[config.mk]
export PLATFORM = sky130hd
export DESIGN_NAME = inst_fetch_queue
export DESIGN_NICKNAME = d
export VERILOG_FILES = /design/src/rtl/fetch_pkg.sv /design/src/rtl/sync_fifo.sv /design/src/rtl/inst_fetch_queue.sv
export SDC_FILE = /design/constraint.sdc
export NUM_CORES = 1
export LEC_CHECK = 0
export BUFFER_PORTS_ARGS = -buffer_cell sky130_fd_sc_hd__buf_4
export CORE_MARGIN = 2
export CORE_UTILIZATION = 35
export DETAILED_ROUTE_END_ITERATION = 8
export SYNTH_ARGS = -nofsm -noshare
export SYNTH_HDL_FRONTEND = slang
export SYNTH_HIERARCHICAL = 1
export SYNTH_SLANG_ARGS = --single-unit
[constraint.sdc]
create_clock -name clk -period 20.5 [get_ports clk]
set_input_delay 4.1 -clock clk [delete_from_list [all_inputs] [get_ports clk]]
set_output_delay 4.1 -clock clk [all_outputs]
set_load 0.01 [all_outputs]
[src/rtl/fetch_pkg.sv]
// rtl/fetch_pkg.sv - shared types and constants for the instruction fetch front end
package fetch_pkg;

    localparam int WORD_W = 32;
    localparam logic [WORD_W-1:0] HALT_WORD_DEFAULT = 32'hffff_ffff;

    typedef enum logic [1:0] {
        WAIT,
        FETCH,
        HALT
    } fetch_state_t;

endpackage

[src/rtl/sync_fifo.sv]
// rtl/sync_fifo.sv - single-clock FIFO with flush and occupancy count
module sync_fifo #(
    parameter int WIDTH = 32,
    parameter int DEPTH = 4,
    localparam int AW = $clog2(DEPTH),
    localparam int CW = AW + 1
) (
    input  logic             clk,
    input  logic             rst_n,
    input  logic             push,
    input  logic [WIDTH-1:0] push_data,
    input  logic             pop,
    input  logic             flush,
    output logic [WIDTH-1:0] head,
    output logic             full,
    output logic             empty,
    output logic [CW-1:0]    count
);

    logic [WIDTH-1:0] mem [DEPTH];
    logic [AW-1:0]    wr_ptr;
    logic [AW-1:0]    rd_ptr;
    logic             do_push;
    logic             do_pop;

    assign empty   = (count == '0);
    assign full    = (count == CW'(DEPTH));
    assign head    = mem[rd_ptr];
    assign do_pop  = pop && !empty;
    // A push into a full queue is only legal when the head leaves in the same cycle.
    assign do_push = push && (!full || do_pop);

    always_ff @(posedge clk or negedge rst_n) begin
        if (!rst_n) begin
            wr_ptr <= '0;
            rd_ptr <= '0;
            count  <= '0;
        end else if (flush) begin
            wr_ptr <= '0;
            rd_ptr <= '0;
            count  <= '0;
        end else begin
            if (do_push) wr_ptr <= wr_ptr + AW'(1);
            if (do_pop)  rd_ptr <= rd_ptr + AW'(1);
            if (do_push && !do_pop)
                count <= count + CW'(1);
            else if (!do_push && do_pop)
                count <= count - CW'(1);
        end
    end

    always_ff @(posedge clk) begin
        if (do_push && !flush) mem[wr_ptr] <= push_data;
    end

    push_while_full: assert property (@(posedge clk) disable iff (!rst_n)
        !(push && full && !pop && !flush));

endmodule

[src/rtl/inst_fetch_queue.sv]
// rtl/inst_fetch_queue.sv - PC generation, pipelined imem reads and decode-facing instruction queue
module inst_fetch_queue
    import fetch_pkg::*;
#(
    parameter int                DEPTH     = 4,
    parameter logic [WORD_W-1:0] RESET_PC  = 32'h0,
    parameter logic [WORD_W-1:0] HALT_WORD = HALT_WORD_DEFAULT
) (
    input  logic              clk,
    input  logic              rst_n,
    output logic              imem_req,
    output logic [WORD_W-1:0] imem_addr,
    input  logic              imem_ready,
    input  logic              imem_rvalid,
    input  logic [WORD_W-1:0] imem_rdata,
    input  logic              redirect_valid,
    input  logic [WORD_W-1:0] redirect_pc,
    output logic              inst_valid,
    input  logic              inst_ready,
    output logic [WORD_W-1:0] inst,
    output logic [WORD_W-1:0] inst_pc,
    output logic              fetch_halted
);

    localparam int CW = $clog2(DEPTH) + 1;

    fetch_state_t        state;
    fetch_state_t        state_next;
    logic [WORD_W-1:0]   fetch_pc;
    logic [CW-1:0]       outstanding;
    logic [CW-1:0]       outstanding_next;
    logic [CW-1:0]       discard;
    logic [CW-1:0]       dq_count;
    logic [CW-1:0]       sq_count;
    logic [CW:0]         in_use;
    logic                accept;
    logic                resp_fresh;
    logic                resp_keep;
    logic                halt_enq;
    logic                pop;
    logic                dq_empty;
    logic                dq_full;
    logic                sq_empty;
    logic                sq_full;
    logic [2*WORD_W-1:0] dq_head;
    logic [WORD_W-1:0]   sq_head;
    logic                unused_status;

    // Queued words plus reads in flight can never exceed the queue size, so every response has a slot.
    assign in_use     = {1'b0, dq_count} + {1'b0, outstanding};
    assign imem_req   = (state == FETCH) && !redirect_valid && (in_use < (CW+1)'(DEPTH));
    assign imem_addr  = fetch_pc;
    assign accept     = imem_req && imem_ready;

    // A fresh response always owns the oldest shadow PC; words after a halt are dropped.
    assign resp_fresh = imem_rvalid && (discard == '0) && !redirect_valid;
    assign resp_keep  = resp_fresh && (state != HALT);
    assign halt_enq   = resp_keep && (imem_rdata == HALT_WORD);

    assign inst_valid        = !dq_empty;
    assign {inst, inst_pc}   = inst_valid ? dq_head : '0;
    assign pop               = inst_valid && inst_ready;
    assign fetch_halted      = (state == HALT);
    assign unused_status     = &{1'b0, dq_full, sq_empty, sq_full, sq_count};

    always_comb begin
        state_next = state;
        case (state)
            WAIT:    state_next = FETCH;
            FETCH:   if (halt_enq) state_next = HALT;
            HALT:    state_next = HALT;
            default: state_next = WAIT;
        endcase
        if (redirect_valid) state_next = FETCH;
    end

    always_comb begin
        outstanding_next = outstanding;
        if (accept) outstanding_next = outstanding_next + CW'(1);
        if (imem_rvalid && (outstanding != '0)) outstanding_next = outstanding_next - CW'(1);
    end

    always_ff @(posedge clk or negedge rst_n) begin
        if (!rst_n) begin
            state       <= WAIT;
            fetch_pc    <= RESET_PC;
            outstanding <= '0;
            discard     <= '0;
        end else begin
            state       <= state_next;
            outstanding <= outstanding_next;
            if (redirect_valid) begin
                fetch_pc <= redirect_pc;
                discard  <= outstanding_next;
            end else begin
                if (accept) fetch_pc <= fetch_pc + 32'd1;
                if (imem_rvalid && (discard != '0)) discard <= discard - CW'(1);
            end
        end
    end

    sync_fifo #(.WIDTH(2*WORD_W), .DEPTH(DEPTH)) u_data_q (
        .clk       (clk),
        .rst_n     (rst_n),
        .push      (resp_keep),
        .push_data ({imem_rdata, sq_head}),
        .pop       (pop),
        .flush     (redirect_valid),
        .head      (dq_head),
        .full      (dq_full),
        .empty     (dq_empty),
        .count     (dq_count)
    );

    sync_fifo #(.WIDTH(WORD_W), .DEPTH(DEPTH)) u_pc_shadow_q (
        .clk       (clk),
        .rst_n     (rst_n),
        .push      (accept),
        .push_data (fetch_pc),
        .pop       (resp_fresh),
        .flush     (redirect_valid),
        .head      (sq_head),
        .full      (sq_full),
        .empty     (sq_empty),
        .count     (sq_count)
    );

endmodule

[Yosys cells after proc, flatten, opt, wreduce, memory -nomap -nowiden]
Memory sizes are Yosys's and may differ from the RTL's.
Cells that the tools add are included.
Operators by class
  equality and inequality tests: 7
  magnitude comparators: 1
  reduce and logical (&&, ||, !) cells: 45
  $add $sub $neg: 13
  multiplexer cells: 28
Operators by type and width (number)
  32-bit 2-to-1 mux: 2
  64-bit 2-to-1 mux: 1
  32-bit by 1-bit adder with 32-bit output, second input constant: 1
  32-bit == test, second input constant: 1
  3-bit 2-to-1 mux: 10
  1-bit logical AND: 20
  2-bit 2-to-1 mux: 10
  2-bit nonzero test: 6
  3-bit nonzero test: 4
  3-bit by 1-bit subtractor with 3-bit output, second input constant: 4
  3-bit by 1-bit adder with 3-bit output, second input constant: 3
  1-bit logical NOT: 9
  3-bit logical NOT: 3
  2-bit by 1-bit adder with 2-bit output, second input constant: 4
  3-bit == test, second input constant: 2
  2-bit case mux with 3 select lines: 1
  3-bit by 3-bit adder with 4-bit output: 1
  4-bit by 3-bit less-than comparator with 1-bit output, second input constant: 1
  1-bit 2-to-1 mux: 4
  3-bit != test, second input constant: 1
  2-bit by 1-bit == test with 1-bit output, second input constant: 1
  2-bit == test, second input constant: 1
  2-bit logical NOT: 1
  1-bit logical OR: 2
  2-bit != test, second input constant: 1
Word-level totals
  bits in registers: 54
  memories kept: 2
  bits in writable memories: 384
  input bits: 70
Memory list
  u_data_q.mem: words 4, bits a word 64, read ports 1, clocked after Yosys merged registers in 0, wr ports 1, RTL line sync_fifo.sv:20  | logic [WIDTH-1:0] mem [DEPTH];
  u_pc_shadow_q.mem: words 4, bits a word 32, read ports 1, clocked after Yosys merged registers in 0, wr ports 1, RTL line sync_fifo.sv:20

[Longest topological paths before layout]
Gate-level depths: netlist (run 1).
  depth after elaboration: 11
  mapped depth: 13

[Cells and area by module]
The synthesis (run 1) kept the hierarchy.
By module, submodules not included
  sync_fifo at u_data_q: area an instance 9790.6 µm², cells each 397, times used 1
  sync_fifo at u_pc_shadow_q: area an instance 5187.5 µm², cells each 231, times used 1
  inst_fetch_queue: area an instance 3025.4 µm², cells each 367, times used 1

[Worst setup path before layout (run 1)]
OpenSTA, ideal clock, no wires.
  path kind: input -> register
  from: in redirect_valid
  to: mem u_data_q/mem[0][0] in the netlist's numbering, enable pin
  cell stages on the path: 5
  slack: 10.216 ns
  buffers on the path: 2
  arrival: 9.705 ns
  cell sequence: clkbuf_2 > nor4b_1 > buf_2 > o21ai_0 > nor3b_1
On the way
  word-level cells in the longest chain between the ends: 7
Ends and longest elaborated chain
  start, declared: RTL line inst_fetch_queue.sv:16  | input logic redirect_valid,
  1-bit logical NOT: RTL line inst_fetch_queue.sv:56  | assign resp_fresh = imem_rvalid && (discard == '0) && !redirect_valid;
  1-bit logical AND: RTL line inst_fetch_queue.sv:56
  1-bit logical AND: RTL line inst_fetch_queue.sv:57  | assign resp_keep = resp_fresh && (state != HALT);
  via resp_keep: RTL line inst_fetch_queue.sv:38  | logic resp_keep;
  1-bit logical AND: RTL line sync_fifo.sv:31  | assign do_push = push && (!full || do_pop);
  1-bit logical AND: RTL line sync_fifo.sv:53  | if (do_push && !flush) mem[wr_ptr] <= push_data;
  1-bit 2-to-1 mux: RTL line sync_fifo.sv:53
  1-bit 2-to-1 mux (implied by the code): RTL line sync_fifo.sv:53
  end, declared: RTL line sync_fifo.sv:20
The timed path passes the listed nets, and every way through them passes these cells.

[Final worst setup path (run 1)]
  from: in redirect_valid
  to: out imem_req
On the way
  word-level cells in the longest chain between the ends: 3
Ends and longest elaborated chain
  1-bit logical NOT: RTL line inst_fetch_queue.sv:51  | assign imem_req = (state == FETCH) && !redirect_valid && (in_use < (CW+1)'(DEPTH));
  1-bit logical AND (2 in series): RTL line inst_fetch_queue.sv:51
  end, declared: RTL line inst_fetch_queue.sv:11  | output logic imem_req,
Every way passes these cells.

==> out/summary.txt, run 1 <==
status - finished, final reports clean
Setup crit start - redirect_valid
largest vdd supply drop - 53.24 uV
nets - 1,267
via count - 9,541
critical path endpoint category - output port
Clk network pwr share - 0.396
Die Area - 53,230 um^2
Leak - 7.260 nW
Critical Path AT - 5.41 ns
setup repair bufs after CTS - 0
Initial Util - 0.3521
Max Slew Vio Count - 0
CP Max Fanout - 81
clock slew at reported path FFs - 0.06 ns
synthesized area per cell - 18.14 um^2
WP data required - 16.40 ns
die width - 230.7 um
HP Class - reg2reg
Top Ports - 169
final HPWL from detailed placement - 23.64 mm
RR Startpoint - u_data_q/count[2]
Overall Global Routing Usage - 0.1464
First-pass DRT Iterations - 5
design area - 21,490 um^2
Core ar. - 51,090 um^2
mapped cell area - 17,990 um^2
Final Non-Filler Cells - 1,886
internal power - 1.562 mW
Area growth syn-to-layout - 19.43%
worst hold endpoint - state[0]
hold buffer count at cts - 0
gpl congestion - 0.7635
highest clock rate - 105.2 MHz
syn_nets - 1,083
Hold Crit Start - state[0]
GRT overflow - 0
vias in the first global route - 9,612
Post-Place Cells - 1,808
RR Endpoint - u_pc_shadow_q/mem[2][10]
CP Launch Type - input port
relative slew slack - 0.2975
largest net degree at the start of global routing - 82
clk buf depth - 3
Final min period - 9.508 ns
setup TNS - 0 ns
Wirelength per Cell - 20.65 um
count of input and output buffers - 168
worst reg2reg path depth - 8
crit share post-route - 0.4638
register-to-register setup slack - 16.30 ns
Final Hold Fails - 0
Clock Skew - 0.01402 ns
Hold Crit Depth - 2
MaxCap Viol Count - 0
n_diodes - 0
area occupied by multi-input gates - 4800 um^2
DRT iter0 DRCs - 613
post-route ant nets - 0
number of buffers created by CTS - 46
CTS H-Tree Depth - 2
clk root buf - clkbuf_16
YS warnings - 6
sequential share of power - 0.520
overall die height - 230.7 um
CTS tree - yes
synthesized instance count - 992
routed vias/inst - 5.059
combinational fraction of design power - 0.085
Slew @ Worst Pin - 1.054 ns
RSZ-0062 raised after global routing - false
Placed Area - 20,040 um^2
Clock Latency Late Sink - 0.57 ns
# resized after CTS - 0
Sw Share - 0.2318
initial antenna violation count - 0
DRC errors left - 0
CTS sink count - 438
Filler Cell Count - 4,583
switching power - 471.4 uW
WS Path Type - in2out
first-pass GRT wire length - 58.71 mm
Register Area - 12,890 um^2
final wirelength - 38.95 mm
share of cells above drive strength 1 - 0.3126
final setup fails - 0
pwr/cell area - 94.62 nW/um^2
FP Rows - 83
-- per-layer routing --
metal | up-vias | share of wire | GRT usage
met4 | 0 | 0.020 | 0.04355
li1 | 4304 | - | -
met3 | 57 | 0.051 | 0.02446
met2 | 287 | 0.48 | 0.2348
met5 | - | 0 | 0
met1 | 4893 | 0.45 | 0.2059
-- registers in the layout (all words and copies together) (netlist names) --
register	cells
u_data_q/mem	256
u_pc_shadow_q/mem	128
imem_addr	32
discard	3
outstanding	3
u_data_q/count	3
u_pc_shadow_q/count	3
state	2
u_data_q/rd_ptr	2
u_data_q/wr_ptr	2
u_pc_shadow_q/rd_ptr	2
u_pc_shadow_q/wr_ptr	2
-- per-stage QoR --
| step | power [mW] | worst slack (ns) | util | hold WS, ns |
|---|---|---|---|---|
| final | 2.033 | 10.99 | 0.4205 | 0.5585 |
| after global routing | 2.113 | 10.92 | 0.4205 | 0.6185 |
| after CTS | 2.059 | 10.98 | 0.4205 | 0.5707 |
| after detailed placement | 1.248 | 10.99 | 0.3922 | 0.5520 |
| after global placement | 1.241 | 10.98 | 0.3922 | 0.5287 |
| after floorplan | 1.166 | 10.22 | - | 0.4970 |
-- how the worst max path moves through the flow --
| stage | end | slack [ns] | cells after the start |
|---|---|---|---|
| finish | imem_req | 10.99 | 4 |
| global route | imem_req | 10.92 | 4 |
| CTS | imem_req | 10.98 | 4 |
| detailed placement | imem_req | 10.99 | 4 |
| global placement | imem_req | 10.98 | 4 |
| floorplan | u_data_q/mem[0][0] | 10.22 | 5 |
-- final cells by class --
cell class	instances	area share
multi-input combinational	479	0.2234
tap	680	0.03960
sequential	438	0.5999
clock buffer	59	0.05683
inverter	24	0.004426
timing repair buffer	187	0.06534
clock inverter	19	0.01054
-- placed cells by master (no fill, tap or decap), types with 3 or more instances in the layout --
cell type    n
mux4_2      96
mux2i_1     17
nor2_1      33
nand2b_1    10
a21boi_0     3
nand4_1     17
xor2_1       9
dfrtp_1     50
clkinv_2     5
o21ai_0     25
a21oi_1      8
dfrtp_2      3
clkbuf_16   47
nor2b_1     67
o211ai_1     5
clkinv_4     3
o21a_1       3
nor3_1       9
a31oi_1     10
mux2_2       5
clkbuf_1    12
or3_1        4
nand3_1     19
o311ai_0    11
bufinv_16    4
clkinv_1     5
xnor2_1      7
inv_1       22
ha_1        19
buf_4      187
nand2_1     39
edfxtp_1   384
nor3b_2      8
and3_1       7
-- power by group through the flow --
stage               sequential (mW)  clock [mW]  combinational [mW]
CTS                            1.06       0.828               0.175
floorplan                      1.06           0               0.104
global route                   1.06       0.857               0.193
global placement               1.07           0               0.169
detailed placement             1.07           0               0.173
finish                         1.06       0.805               0.172
-- worst max-delay path: stages --
cell    delay [ns]
buf_4         0.35
or4_4         0.63
nor3_1        0.16
buf_4         0.15
Power figures use the tool's default switching activity.
==> run 2: changes to the inputs <==
--- a/config.mk
+++ b/config.mk
@@ -5,6 +5,7 @@
 export SDC_FILE = /design/constraint.sdc
 export NUM_CORES = 1
 export LEC_CHECK = 0
+export ABC_AREA = 1
 export BUFFER_PORTS_ARGS = -buffer_cell sky130_fd_sc_hd__buf_4
 export CORE_MARGIN = 2
 export CORE_UTILIZATION = 35
==> constraint.sdc (replaced) <==
create_clock -name clk -period 8.4 [get_ports clk]
set_input_delay 1.68 -clock clk [delete_from_list [all_inputs] [get_ports clk]]
set_output_delay 1.68 -clock clk [all_outputs]
set_load 0.01 [all_outputs]
==> run 2 against run 1 <==
Non-clock buffer count fell by 3. Highest routed layer unchanged. Worst setup slack got worse by 7.5 ns. Largest cell class unchanged. Largest power group unchanged. Via count rose by 35%.
==> out/summary.txt, run 2 <==
critical path endpoint category - output port
Max Slew Vio Count - 0
count of input and output buffers - 168
routed vias/inst - 4.963
CTS H-Tree Depth - 2
Clk network pwr share - 0.386
DRC errors left - 0
FP Rows - 85
switching power - 1.411 mW
worst hold endpoint - discard[1]
Final Hold Fails - 0
First-pass DRT Iterations - 5
Area growth syn-to-layout - 17.66%
Sw Share - 0.2595
via count - 12,840
Clock Skew - 0.01259 ns
Top Ports - 169
clk buf depth - 3
DRT iter0 DRCs - 818
initial antenna violation count - 0
RR Startpoint - u_data_q/count[2]
total power - 5.438 mW
synthesized instance count - 1,702
first-pass GRT wire length - 68.95 mm
n_diodes - 0
most frequent cells in the layout - 384 x edfxtp_1, 301 x nor2_1, 225 x nand2_1
register-to-register setup slack - 5.14 ns
Wirelength per Cell - 17.53 um
hold buffer count at cts - 0
final HPWL from detailed placement - 27.23 mm
# resized after CTS - 0
highest clock rate - 201.7 MHz
nets - 1,945
max reg flops - 256
overall die height - 236.9 um
Final min period - 4.958 ns
synthesized area per cell - 11.15 um^2
CTS tree - yes
post-route ant nets - 0
Hold Crit Depth - 2
setup TNS - 0 ns
gpl congestion - 0.9118
WP data required - 6.72 ns
HP Class - reg2reg
vias in the first global route - 12,080
Final Non-Filler Cells - 2,587
syn_nets - 1,793
share of cells above drive strength 1 - 0.1576
Die Area - 56,100 um^2
commonest non-fill, non-tap cell in the layout - edfxtp_1
worst reg2reg path depth - 12
CP Launch Type - register
RSZ-0062 raised after global routing - false
number of buffers created by CTS - 46
YS warnings - 6
relative slew slack - 0.2363
worst setup margin - 3.442 ns
crit share post-route - 0.5903
setup repair bufs after CTS - 0
mapped cell area - 18,980 um^2
Critical Path AT - 3.28 ns
final setup fails - 0
clk root buf - clkbuf_16
pre-CTS WS - 4.005 ns
Core ar. - 53,710 um^2
status - finished, final reports clean
Overall Global Routing Usage - 0.1586
pwr/cell area - 243.5 nW/um^2
clock slew at reported path FFs - 0.06 ns
GRT overflow - 0
combinational fraction of design power - 0.132
largest net degree at the start of global routing - 81
Post-Place Cells - 2,502
Slew @ Worst Pin - 1.145 ns
CTS sink count - 438
Largest Register - u_data_q/mem
sequential share of power - 0.482
Initial Util - 0.3533
WS Path Type - reg2out
Hold Crit Start - discard[1]
internal power - 4.027 mW
die width - 236.9 um
Leak - 8.592 nW
Clock Latency Late Sink - 0.57 ns
RR Endpoint - u_data_q/mem[0][12]
MaxCap Viol Count - 0
CP Max Fanout - 68
largest vdd supply drop - 138.0 uV
final wirelength - 45.35 mm
==> run 2: cell count changes in the layout (fill, tap and decap cells not counted), moves of 10 or more <==
cell      before  now
mux4_2        96    0
nor2_1        33  301
o22ai_1        0   96
nor2b_1       67    0
o311ai_0      11    0
nand2b_1      10    0
inv_1         22  166
nand3_1       19   56
nand2_1       39  225
mux2i_1       17    0
o21ai_0       25  134
o21ai_1        1   77
==> run 2: power by group through the flow <==
| stage | clock [mW] | combinational (mW) | sequential [mW] |
|---|---|---|---|
| floorplan | 0 | 0.423 | 2.62 |
| global placement | 0 | 0.708 | 2.66 |
| detailed placement | 0 | 0.724 | 2.67 |
| CTS | 2.15 | 0.728 | 2.62 |
| global route | 2.23 | 0.805 | 2.64 |
| finish | 2.10 | 0.715 | 2.62 |
==> run 2: final cells by class <==
cell class	count	area, um^2
Fill cell	5045	31380
Sequential cell	438	12890
Multi-Input combinational cell	1009	4964
Timing Repair Buffer	184	1381
Clock buffer	56	1189
Tap cell	696	870.8
Inverter	175	664.4
Clock inverter	29	371.6
==> run 2: how the worst max path moves through the flow <==
stage	from	end	cells past startpoint
after detailed placement	redirect_valid	u_pc_shadow_q/mem[0][10]	11
after global placement	u_data_q/rd_ptr[0]	inst_pc[27]	7
after floorplan	redirect_valid	u_data_q/mem[0][0]	6
final	u_data_q/rd_ptr[0]	inst_pc[29]	7
after CTS	u_data_q/rd_ptr[0]	inst_pc[27]	7
after global routing	u_data_q/rd_ptr[0]	inst_pc[10]	7
==> run 2: stage by stage <==
stage / area [um^2] / hold WS (ns) / util
finish: 22330 / 0.4753 / 0.4157
global route: 22330 / 0.5394 / 0.4157
CTS: 22330 / 0.4817 / 0.4157
detailed placement: 20770 / 0.4684 / 0.3867
global placement: 20770 / 0.4666 / 0.3867
floorplan: 18980 / 0.4488 / -
==> run 2: critical path, stage by stage, from the launching register on <==
cell,delay (ns)
dfrtp_4,0.70
inv_4,0.62
buf_4,0.66
nor2_1,0.08
o22ai_1,0.18
inv_1,0.05
nor2_1,0.17
buf_4,0.16
==> run 2: layer usage <==
metal  up-vias  wire, um  GRT usage
li1       6200         -          -
met1      6180     21250     0.2242
met2       396     20450     0.2482
met3        63      2789    0.03136
met4         0       852    0.04622
met5         -         0          0
